<file path="src/rtl/config_chain_if.sv">
// Bitstream/config bus of a config_chain_register tile.
// The readback signal exists only when CONFIG_READBACK_EN is defined.
interface config_chain_if #(
    parameter int WIDTH = 36,
    parameter int LANES = 1
);
    logic             enable;
    logic [LANES-1:0] data_in;
    logic [LANES-1:0] data_shift_out;
    logic             commit;
`ifdef CONFIG_READBACK_EN
    logic             readback;
`endif
    logic [WIDTH-1:0] data_out;
    logic             loaded;
    logic             config_valid;
    logic             error;

    modport master (
        output enable, data_in, commit,
`ifdef CONFIG_READBACK_EN
        output readback,
`endif
        input  data_shift_out, data_out, loaded, config_valid, error
    );

    modport slave (
        input  enable, data_in, commit,
`ifdef CONFIG_READBACK_EN
        input  readback,
`endif
        output data_shift_out, data_out, loaded, config_valid, error
    );
endinterface

</file>
<file path="src/rtl/config_chain_register.sv">
// Double-buffered tile configuration register: serial shift chain plus commit-loaded shadow.
// Optional CONFIG_READBACK_EN reloads the shift chain from the shadow for bitstream verification.
module config_chain_register #(
    parameter int WIDTH = 36,
    parameter int LANES = 1
) (
    input logic           clock,
    input logic           reset,
    config_chain_if.slave bus
);
    localparam int BEATS = WIDTH / LANES;
    localparam int CW    = $clog2(BEATS + 1);
    localparam logic [CW-1:0] BEATS_C = CW'(BEATS);

    logic [WIDTH-1:0] sreg;
    logic [WIDTH-1:0] sreg_shift;
    logic [WIDTH-1:0] shadow;
    logic [CW-1:0]    cnt;
    logic [CW-1:0]    cnt_nxt;
    logic             loaded_q;
    logic             valid_q;
    logic             error_q;
    logic             accept;

    // A single-beat chain has no retained bits; the beat replaces the whole register.
    generate
        if (BEATS == 1) begin : g_one_beat
            assign sreg_shift = bus.data_in;
        end else begin : g_multi_beat
            assign sreg_shift = {sreg[WIDTH-LANES-1:0], bus.data_in};
        end
    endgenerate

    assign accept = bus.commit & loaded_q;

    // Accepted commit restarts the count before this cycle's beat is added.
    always_comb begin
        cnt_nxt = accept ? '0 : cnt;
        if (bus.enable && cnt_nxt != BEATS_C)
            cnt_nxt = cnt_nxt + CW'(1);
    end

    always_ff @(posedge clock) begin
        if (reset) begin
            sreg     <= '0;
            shadow   <= '0;
            cnt      <= '0;
            loaded_q <= 1'b0;
            valid_q  <= 1'b0;
            error_q  <= 1'b0;
        end
`ifdef CONFIG_READBACK_EN
        else if (bus.readback) begin
            sreg     <= shadow;
            cnt      <= BEATS_C;
            loaded_q <= 1'b1;
        end
`endif
        else begin
            if (bus.enable)
                sreg <= sreg_shift;
            cnt      <= cnt_nxt;
            loaded_q <= (cnt_nxt == BEATS_C);
            if (accept) begin
                shadow  <= sreg;
                valid_q <= 1'b1;
            end
            if (bus.commit && !loaded_q)
                error_q <= 1'b1;
        end
    end

    assign bus.data_shift_out = sreg[WIDTH-1 -: LANES];
    assign bus.data_out       = shadow;
    assign bus.loaded         = loaded_q;
    assign bus.config_valid   = valid_q;
    assign bus.error          = error_q;
endmodule

</file>
<file path="src/flat_wrapper.sv">
// flat-port wrapper written by rule: the top's interface ports become plain ports
module config_chain_register_flat 
#(
    parameter int WIDTH = 36,
    parameter int LANES = 1
)
  (clock, reset, bus_enable, bus_data_in, bus_commit, bus_data_shift_out, bus_data_out, bus_loaded, bus_config_valid, bus_error);
  config_chain_if #(.WIDTH(WIDTH), .LANES(LANES)) bus_i ();
  input logic clock;
  input logic reset;
  input wire logic [$bits(bus_i.enable)-1:0] bus_enable;
  input wire logic [$bits(bus_i.data_in)-1:0] bus_data_in;
  input wire logic [$bits(bus_i.commit)-1:0] bus_commit;
  output wire logic [$bits(bus_i.data_shift_out)-1:0] bus_data_shift_out;
  output wire logic [$bits(bus_i.data_out)-1:0] bus_data_out;
  output wire logic [$bits(bus_i.loaded)-1:0] bus_loaded;
  output wire logic [$bits(bus_i.config_valid)-1:0] bus_config_valid;
  output wire logic [$bits(bus_i.error)-1:0] bus_error;
  assign bus_i.enable = bus_enable;
  assign bus_i.data_in = bus_data_in;
  assign bus_i.commit = bus_commit;
  assign bus_data_shift_out = bus_i.data_shift_out;
  assign bus_data_out = bus_i.data_out;
  assign bus_loaded = bus_i.loaded;
  assign bus_config_valid = bus_i.config_valid;
  assign bus_error = bus_i.error;
  config_chain_register #(.WIDTH(WIDTH), .LANES(LANES)) u_core (.clock(clock), .reset(reset), .bus(bus_i));
endmodule
</file>
<file path="config.mk">
export PLATFORM = sky130hd
export DESIGN_NAME = config_chain_register_flat
export DESIGN_NICKNAME = d
export VERILOG_FILES = /design/src/rtl/config_chain_if.sv /design/src/rtl/config_chain_register.sv /design/src/flat_wrapper.sv
export SDC_FILE = /design/constraint.sdc
export NUM_CORES = 1
export LEC_CHECK = 0
export CAP_MARGIN = 0
export CELL_PAD_IN_SITES_DETAIL_PLACEMENT = 1
export CELL_PAD_IN_SITES_GLOBAL_PLACEMENT = 1
export CORE_ASPECT_RATIO = 1.75
export CORE_MARGIN = 5
export CORE_UTILIZATION = 45
export CTS_BUF_LIST = sky130_fd_sc_hd__clkbuf_8
export DETAILED_ROUTE_END_ITERATION = 16
export GPL_ROUTABILITY_DRIVEN = 0
export PLACE_DENSITY = 0.86
export SKIP_LAST_GASP = 1
export SYNTH_ARGS = -nofsm -noshare
export SYNTH_HDL_FRONTEND = slang
export SYNTH_SLANG_ARGS = --single-unit
</file>
<file path="constraint.sdc">
create_clock -name clock -period 3.1 [get_ports clock]
set_input_delay 0.465 -clock clock [delete_from_list [all_inputs] [get_ports clock]]
set_output_delay 0.465 -clock clock [all_outputs]
set_load 0.05 [all_outputs]
</file>
==> impl_metrics.yaml, run 1 <==
status:
  status: "finished clean"
final_layout:
  final_common_cell: "dfxtp_1"
  layout_common_cells: "dfxtp_1 (81), nand2_1 (74), nor2_1 (46), clkdlybuf4s50_1 (42), a21oi_1 (39)"
  drive_above_1_share_pct: 6.87
  finalNetCount: 364
  area_delta_synth_final_pct: 22.8
  diodes: 0
  final-instance-count-excl-fill: 444
grt:
  grt_pass1_wl_um: 11300
  overflow: 0
  busiest_layer: "met2"
  grt_pass1_vias: 2375
  grt_util_met1_pct: 19.0
  grt_max_degree: 41
  met2_usage_pct: 31.1
  track_usage_pct: 17.5
  use_met3_pct: 4.91
  antenna_found_initial: 0
placement:
  hpwl_um: 4240
  pre_cts_ws_ps: 805
  io_buffers: 44
  dp.cells: 428
cts:
  clkTransAtPathRegs_ps: 80
  htree_levels: 3
  cts_tree: "yes"
  cts_hold_buf: 0
  cts_buffers: 9
  cts-root-buf: "clkbuf_8"
  clk_latency_ps: 350
  cts.sinks: 81
  ctsLongestPathBuffers: 2
  post_cts_buffers: 0
  cts_resized: 0
sta:
  finalHoldViolCount: 0
  slew_viol_final: 0
  fin_ws_ps: 1090
  fin_crit_sh_pct: 64.9
  fmax_ghz: 0.497
  finalSetupTns_ps: 0
  skew_ps: 4.74
  rsz0062_at_grt: "false"
  worstMarginPinSlew_ps: 750
  relSlewSlack_pct: 50.0
  finalCriticalPeriod_ps: 2010
  setup_viol_count_final: 0
drt:
  dr.pass1.iters: 4
  wl_per_cell_um: 14.7
  num_vias: 2297
  routed_wl_um: 6530
  drtIter0Drc: 114
  drc_errors: 0
  ant_nets: 0
  via_per_inst: 5.17
floorplan:
  start_util_pct: 46.4
  die_h_um: 116
  rows: 38
  io_pins: 45
  die_x_um: 70.8
  coreArea_um2: 6280
  die_area_um2: 8250
worst_setup_path:
  cp-start-kind: "flop"
  critPathMaxFanout: 4
  crit_buf_inv: 1
  reg2reg_depth: 4
  endpoint: "bus_loaded"
  crit_path_end_kind: "output port"
  slowest_delay_ps: 820
  worst-setup-path-type: "reg -> out"
  slowest_stage: "clkdlybuf4s50_1"
  cp_cell_sequence: "clkdlybuf4s50_1"
  critical_path_required_ps: 2630
  path_depth: 1
  crit_start: "u_core.bus.loaded"
  crit_family: "buffers and inverters"
  r2r_slack_ps: 1440
  timing.rr.end: "u_core.bus.loaded"
  reg2reg_from: "u_core.bus.loaded"
  worstPathArrival_ps: 1550
synth:
  syn_inst: 321
  synth_top_family_by_area: "simple AND/OR/NAND/NOR gates"
  yosys.area_share.xor_xnor_pct: 1.50
  syn_avg_cell_area_um2: 9.08
  synth_compound_area_share_pct: 8.12
  synth_seq_area_share_pct: 55.6
  ys.flop_type: "dfxtp_1"
  ys_async_sr_fraction_pct: 0
  syn_area_um2: 2910
  yosys.area_share.simple_pct: 18.4
  syn_nets: 326
  synth_edf_count: 0
  ys_ff_latch: 81
  synth_mux_area_share_pct: 12.4
  synth-adder-area-share_pct: 0
  yosys_warnings: 0
  yosys.cell_types.count: 26
flow_run:
  max-cap-violations: 0
pwr:
  leakage_nw: 1.34
  sequentialPowerShare_pct: 55.2
  p_sw_w: 0.000405
  p_per_area_nw_per_um2: 532
  switching_share_pct: 21.3
  irDropWorstVdd_uv: 333
  power_frac_comb_pct: 3.2
  internal_power_w: 0.00150
  clock_power_share_pct: 41.6
  power_w: 0.00190
hold_path:
  hold_start: "u_core.bus.data_out[0]"
  worstHoldPathType: "reg -> reg"
==> worst min-delay path by stage <==
stage | endpoint | cells after the start
2_1_floorplan | u_core.bus.data_out[25] | 2
3_3_place_gp | u_core.bus.data_out[34] | 2
3_5_place_dp | u_core.bus.data_out[35] | 2
4_1_cts | u_core.bus.data_out[35] | 2
5_1_grt | u_core.bus.data_out[35] | 2
6_report | u_core.bus.data_out[0] | 2
==> stage by stage <==
stage	cell area (um2)	hold slack [ps]	utilization, %
final	3580	455	57.0
after detailed placement	3370	448	53.7
after CTS	3580	459	57.0
after floorplan	2910	444	-
after global placement	3370	443	53.7
after global routing	3580	481	57.0
==> power groups by stage <==
stage / registers (W) / clock network, W / logic (W)
after floorplan: 0.00107 / 0 / 0.0000498
after global placement: 0.00107 / 0 / 0.0000608
after detailed placement: 0.00107 / 0 / 0.0000625
after CTS: 0.00105 / 0.000811 / 0.0000627
after global routing: 0.00105 / 0.000863 / 0.0000666
final: 0.00105 / 0.000791 / 0.0000616
==> kinds of logic (layout without fill, tap and decap cells) <==
family | after synthesis | in the layout
and+or+nand+nor | 132 | 132
xor gates and xnor gates | 5 | 5
DFF | 81 | 81
AOI/OAI and AO/OA | 44 | 44
buffers and inverters | 23 | 66
muxes | 36 | 36
==> cells in the mapped netlist (2+ instances only) <==
master    count  share of area (%)
dfxtp_1      81                 56
nand2_1      74                9.5
nor2_1       46                5.9
a21oi_1      39                6.7
mux2i_1      36                 12
buf_2        11                1.9
clkbuf_1      5               0.64
buf_1         3               0.39
xor2_1        3               0.90
buf_4         2               0.52
nand2b_1      2               0.43
nand3_1       2               0.34
nand3_2       2               0.69
or3_1         2               0.43
xnor2_1       2               0.60
==> state kept, by name (all words and copies together), names as in the netlist <==
name,count
u_core.sreg,36
u_core.cnt,6
u_core.bus.loaded,1
u_core.bus.error,1
u_core.bus.config_valid,1
u_core.bus.data_out,36
==> layout make-up <==
type | count | area, um2
fill | 737 | 2700
sequential | 81 | 1620
multi-input combinational | 217 | 1180
timing repair buffer | 49 | 468
clock buffer | 12 | 165
tap | 80 | 100
clock inverter | 4 | 42.5
inverter | 1 | 3.75
==> layer usage <==
metal  vias up  share of wire, %
li1       1121                 -
met1      1129                41
met2        36                54
met3        11               3.5
met4         0               2.3
met5         -                 0
No activity file was read; power rests on OpenSTA's default activity.
==> inputs of run 2 (changes only) <==
--- a/config.mk
+++ b/config.mk
@@ -10,11 +10,11 @@
 export CELL_PAD_IN_SITES_GLOBAL_PLACEMENT = 1
 export CORE_ASPECT_RATIO = 1.75
 export CORE_MARGIN = 5
-export CORE_UTILIZATION = 45
+export CORE_UTILIZATION = 42
 export CTS_BUF_LIST = sky130_fd_sc_hd__clkbuf_8
 export DETAILED_ROUTE_END_ITERATION = 16
 export GPL_ROUTABILITY_DRIVEN = 0
-export PLACE_DENSITY = 0.86
+export PLACE_DENSITY = 0.81
 export SKIP_LAST_GASP = 1
 export SYNTH_ARGS = -nofsm -noshare
 export SYNTH_HDL_FRONTEND = slang
==> constraint.sdc (replaced) <==
create_clock -name clock -period 1.86 [get_ports clock]
set_input_delay 0.279 -clock clock [delete_from_list [all_inputs] [get_ports clock]]
set_output_delay 0.279 -clock clock [all_outputs]
set_load 0.05 [all_outputs]
==> impl_metrics.yaml, run 2 (synthesized netlist as in run 1, its figures left out) <==
floorplan:
  die_area_um2: 8770
  coreArea_um2: 6810
  start_util_pct: 42.8
  die_h_um: 120
  rows: 40
  die_x_um: 73.0
  io_pins: 45
cts:
  cts_tree: "yes"
  clk_latency_ps: 350
  clkTransAtPathRegs_ps: 70
  cts_hold_buf: 0
  cts_buffers: 9
  cts.sinks: 81
  cts-root-buf: "clkbuf_8"
  htree_levels: 3
  ctsLongestPathBuffers: 2
sta:
  worstMarginPinSlew_ps: 519
  fmax_ghz: 0.553
  fin_ws_ps: 50.5
  relSlewSlack_pct: 65.3
  rsz0062_at_grt: "false"
  skew_ps: 5.03
  finalHoldViolCount: 0
  finalSetupTns_ps: 0
  finalCriticalPeriod_ps: 1810
  setup_viol_count_final: 0
  fin_crit_sh_pct: 97.3
  slew_viol_final: 0
worst_setup_path:
  crit_path_end_kind: "output port"
  critical_path_required_ps: 1580
  crit_family: "buffers and inverters"
  crit_start: "u_core.bus.data_out[5]"
  timing.rr.end: "u_core.cnt[0]"
  reg2reg_from: "u_core.cnt[1]"
  cp_cell_sequence: "clkdlybuf4s50_1"
  worst-setup-path-type: "reg -> out"
  slowest_stage: "clkdlybuf4s50_1"
  worstPathArrival_ps: 1530
  critPathMaxFanout: 2
  crit_buf_inv: 1
  reg2reg_depth: 4
  slowest_delay_ps: 820
  cp-start-kind: "flop"
  r2r_slack_ps: 580
grt:
  antenna_found_initial: 0
  track_usage_pct: 16.3
  grt_pass1_vias: 2296
  grt_pass1_wl_um: 11100
  overflow: 0
  grt_max_degree: 53
drt:
  drtIter0Drc: 118
  ant_nets: 0
  via_per_inst: 5.02
  num_vias: 2256
  top_layer: "met4"
  wl_met2_um: 3510
  wl_per_cell_um: 14.6
  drc_errors: 0
  dr_wl_met3_um: 217
  routed_wl_um: 6540
  dr.pass1.iters: 4
  drt-met1-wl_um: 2700
pwr:
  p_per_area_nw_per_um2: 844
  sequentialPowerShare_pct: 57.7
  internal_power_w: 0.00236
  leakage_nw: 1.36
  switching_share_pct: 22.2
  power_w: 0.00304
  clock_power_share_pct: 38.6
  power_frac_comb_pct: 3.7
  p_sw_w: 0.000673
  irDropWorstVdd_uv: 610
final_layout:
  diodes: 0
  multi_input_area_um2: 1180
  finalNetCount: 366
  nFillCells: 819
  drive_above_1_share_pct: 7.40
  register_area_um2: 1620
  area_delta_synth_final_pct: 23.5
  fin_area_um2: 3600
  final_common_cell: "dfxtp_1"
  layout_common_cells: "dfxtp_1 (81), nand2_1 (74), nor2_1 (46), clkdlybuf4s50_1 (40), a21oi_1 (39)"
  final-instance-count-excl-fill: 449
placement:
  io_buffers: 44
  hpwl_um: 4260
  place_area_um2: 3420
  dp.cells: 434
  pre_cts_ws_ps: 297
status:
  status: "finished clean"
flow_run:
  max-cap-violations: 0
hold_path:
  min_path_cells: 4
  hold_end: "u_core.cnt[2]"
  worstHoldPathType: "in -> reg"
  hold_start: "bus_enable"
-- run 2: changes by cell type in the layout (fill, tap and decap cells not counted), sizes merged --
cell	before	now
dlymetal6s2s	0	1
inv	3	2
bufinv	1	0
clkinvlp	0	1
dlygate4sd2	0	1
buf	7	9
clkdlybuf4s50	42	40
-- run 2: metal layers --
| metal | global-route usage, % | up-vias |
|---|---|---|
| met5 | 0 | - |
| met3 | 4.33 | 10 |
| li1 | - | 1126 |
| met4 | 6.58 | 0 |
| met2 | 28.1 | 32 |
| met1 | 18.5 | 1088 |
-- run 2: timing repair --
action | in CTS | in global routing
setup buffers | 0 | 0
endpoints found under the hold margin | 0 | 0
resized for setup | 1 | 1
setup endpoints to repair | 1 | 1
-- run 2: worst max path at each step --
stage,endpoint,slack (ps),depth (start not counted)
after global routing,bus_data_out[6],5,1
final,bus_data_out[5],50,1
after detailed placement,u_core.bus.loaded,300,5
after global placement,u_core.bus.loaded,360,5
after floorplan,u_core.bus.data_out[35],410,5
after CTS,bus_data_out[5],20,1
-- run 2: through the flow --
stage	util [%]	hold slack [ps]
finish	52.9	346
global route	52.9	379
CTS	52.8	321
detailed placement	50.2	448
global placement	50.2	445
floorplan	-	420
-- run 2: layout make-up --
class | count | share of cell area, %
flip-flops and latches | 81 | 45.1
well taps | 84 | 2.92
clock inverters | 3 | 0.452
multi-input cells | 217 | 32.7
repair buffers | 51 | 14.2
inverters | 1 | 0.104
clock buffers | 12 | 4.59
-- run 2: power by group through the flow --
| stage | Clock, W | Combinational, W | Sequential (W) |
|---|---|---|---|
| floorplan | 0 | 0.0000829 | 0.00179 |
| global placement | 0 | 0.000107 | 0.00179 |
| detailed placement | 0 | 0.000111 | 0.00179 |
| CTS | 0.00121 | 0.000113 | 0.00175 |
| global route | 0.00129 | 0.000121 | 0.00175 |
| finish | 0.00117 | 0.000112 | 0.00175 |
==> inputs of run 3 (changes only) <==
--- a/config.mk
+++ b/config.mk
@@ -9,12 +9,13 @@
 export CELL_PAD_IN_SITES_DETAIL_PLACEMENT = 1
 export CELL_PAD_IN_SITES_GLOBAL_PLACEMENT = 1
 export CORE_ASPECT_RATIO = 1.75
-export CORE_MARGIN = 5
-export CORE_UTILIZATION = 42
+export CORE_MARGIN = 2
+export CORE_UTILIZATION = 49
 export CTS_BUF_LIST = sky130_fd_sc_hd__clkbuf_8
 export DETAILED_ROUTE_END_ITERATION = 16
+export DONT_BUFFER_PORTS = 1
 export GPL_ROUTABILITY_DRIVEN = 0
-export PLACE_DENSITY = 0.81
+export PLACE_DENSITY = 0.8
 export SKIP_LAST_GASP = 1
 export SYNTH_ARGS = -nofsm -noshare
 export SYNTH_HDL_FRONTEND = slang
==> impl_metrics.yaml, run 3 (synthesized netlist as in run 1, its figures left out) <==
status:
  status: "finished clean"
sta:
  worstMarginPinSlew_ps: 558
  finalHoldViolCount: 0
  setup_viol_count_final: 0
  relSlewSlack_pct: 62.7
  finalCriticalPeriod_ps: 1310
  skew_ps: 5.86
  slew_viol_final: 0
  rsz0062_at_grt: "false"
  finalSetupTns_ps: 0
  fmax_ghz: 0.764
  fin_crit_sh_pct: 70.4
worst_setup_path:
  critical_path_required_ps: 1580
  worst-setup-path-type: "reg -> out"
  worstPathArrival_ps: 1030
  timing.rr.end: "u_core.bus.loaded"
  crit_path_end_kind: "output port"
  reg2reg_depth: 4
  r2r_slack_ps: 630
  cp-start-kind: "flop"
  critPathMaxFanout: 3
  reg2reg_from: "u_core.cnt[1]"
cts:
  clkTransAtPathRegs_ps: 70
  ctsLongestPathBuffers: 2
  cts.sinks: 81
  cts_buffers: 9
  cts-root-buf: "clkbuf_8"
  clk_latency_ps: 360
  cts_tree: "yes"
  post_cts_buffers: 0
  htree_levels: 3
hold_path:
  hold_end: "u_core.cnt[0]"
  worstHoldPathType: "in -> reg"
  hold_start: "bus_enable"
  min_path_cells: 1
pwr:
  power_w: 0.00305
  irDropWorstVdd_uv: 595
  p_per_area_nw_per_um2: 967
  leakage_nw: 1.19
final_layout:
  finalNetCount: 321
  area_delta_synth_final_pct: 8.24
  nFillCells: 715
  drive_above_1_share_pct: 7.17
  diodes: 0
  final_common_cell: "dfxtp_1"
  layout_common_cells: "dfxtp_1 (81), nand2_1 (74), nor2_1 (46), a21oi_1 (39), mux2i_1 (36)"
drt:
  drc_errors: 0
  routed_wl_um: 5940
  dr.pass1.iters: 4
  via_per_inst: 5.23
  wl_per_cell_um: 14.9
  drtIter0Drc: 88
  ant_nets: 0
  num_vias: 2085
grt:
  grt_pass1_vias: 2081
  antenna_found_initial: 0
  track_usage_pct: 19.6
  overflow: 0
  grt_pass1_wl_um: 10100
  grt_max_degree: 76
floorplan:
  start_util_pct: 50.0
  rows: 37
  die_h_um: 106
  io_pins: 45
  die_area_um2: 6600
  coreArea_um2: 5830
  die_x_um: 62.3
placement:
  io_buffers: 0
  hpwl_um: 3810
flow_run:
  max-cap-violations: 0
[run 3: cell types whose count changed in the layout (fill, tap and decap cells not counted), sizes merged, moves of 2 or more]
| cell | previous run | this run |
|---|---|---|
| buf | 9 | 6 |
| clkbuf | 12 | 10 |
| clkdlybuf4s50 | 40 | 0 |
| inv | 2 | 4 |
[run 3: area by class of cell]
cell class / instances / area, um2 / area share [%]
clock buffers: 10 / 138 / 4.36
clock inverters: 6 / 51.3 / 1.63
inverters: 1 / 3.75 / 0.119
multi-input cells: 217 / 1180 / 37.3
flip-flops and latches: 81 / 1620 / 51.4
well taps: 78 / 97.6 / 3.09
repair buffers: 6 / 65.1 / 2.06
[run 3: timing repair]
action | in CTS | in global routing
resized for setup | 0 | 0
hold endpoints to repair | 75 | 0
hold buffers | 1 | 0
[run 3: where the power goes]
group,switching [W],internal [W],total (W)
Combinational,0.0000348,0.0000322,0.0000670
Sequential,0.0000156,0.00174,0.00176
Clock,0.000589,0.000638,0.00123
Total,0.000639,0.00241,0.00305
[run 3: per-layer routing]
metal / GRT usage [%] / share of wire (%) / vias up / routed length (um)
li1: - / - / 1036 / -
met1: 21.7 / 40 / 1002 / 2350
met2: 33.8 / 53 / 36 / 3180
met3: 5.61 / 4.6 / 11 / 276
met4: 10.5 / 2.3 / 0 / 134
met5: 0 / 0 / - / 0
[run 3: worst max path at each step]
stage | from | to | slack (ps) | cells past startpoint
after floorplan | u_core.bus.loaded | u_core.bus.data_out[35] | 410 | 5
after detailed placement | u_core.cnt[1] | u_core.bus.loaded | 630 | 4
after global placement | u_core.cnt[1] | u_core.bus.loaded | 690 | 4
after global routing | u_core.cnt[0] | u_core.cnt[4] | 510 | 3
final | u_core.sreg[35] | bus_data_shift_out | 550 | 0
after CTS | u_core.sreg[35] | bus_data_shift_out | 530 | 0
[run 3: through the flow]
| step | setup slack (ps) | hold slack, ps | instance area, um2 | cells | utilization [%] |
|---|---|---|---|---|---|
| finish | 551 | 60.6 | 3150 | 399 | 54.1 |
| global route | 512 | 41.3 | 3150 | 399 | 54.1 |
| detailed placement | 635 | 356 | 2940 | 382 | 50.4 |
| floorplan | 405 | 420 | 2910 | 321 | - |
| global placement | 686 | 354 | 2940 | 382 | 50.4 |
| CTS | 529 | 24.9 | 3150 | 399 | 54.1 |
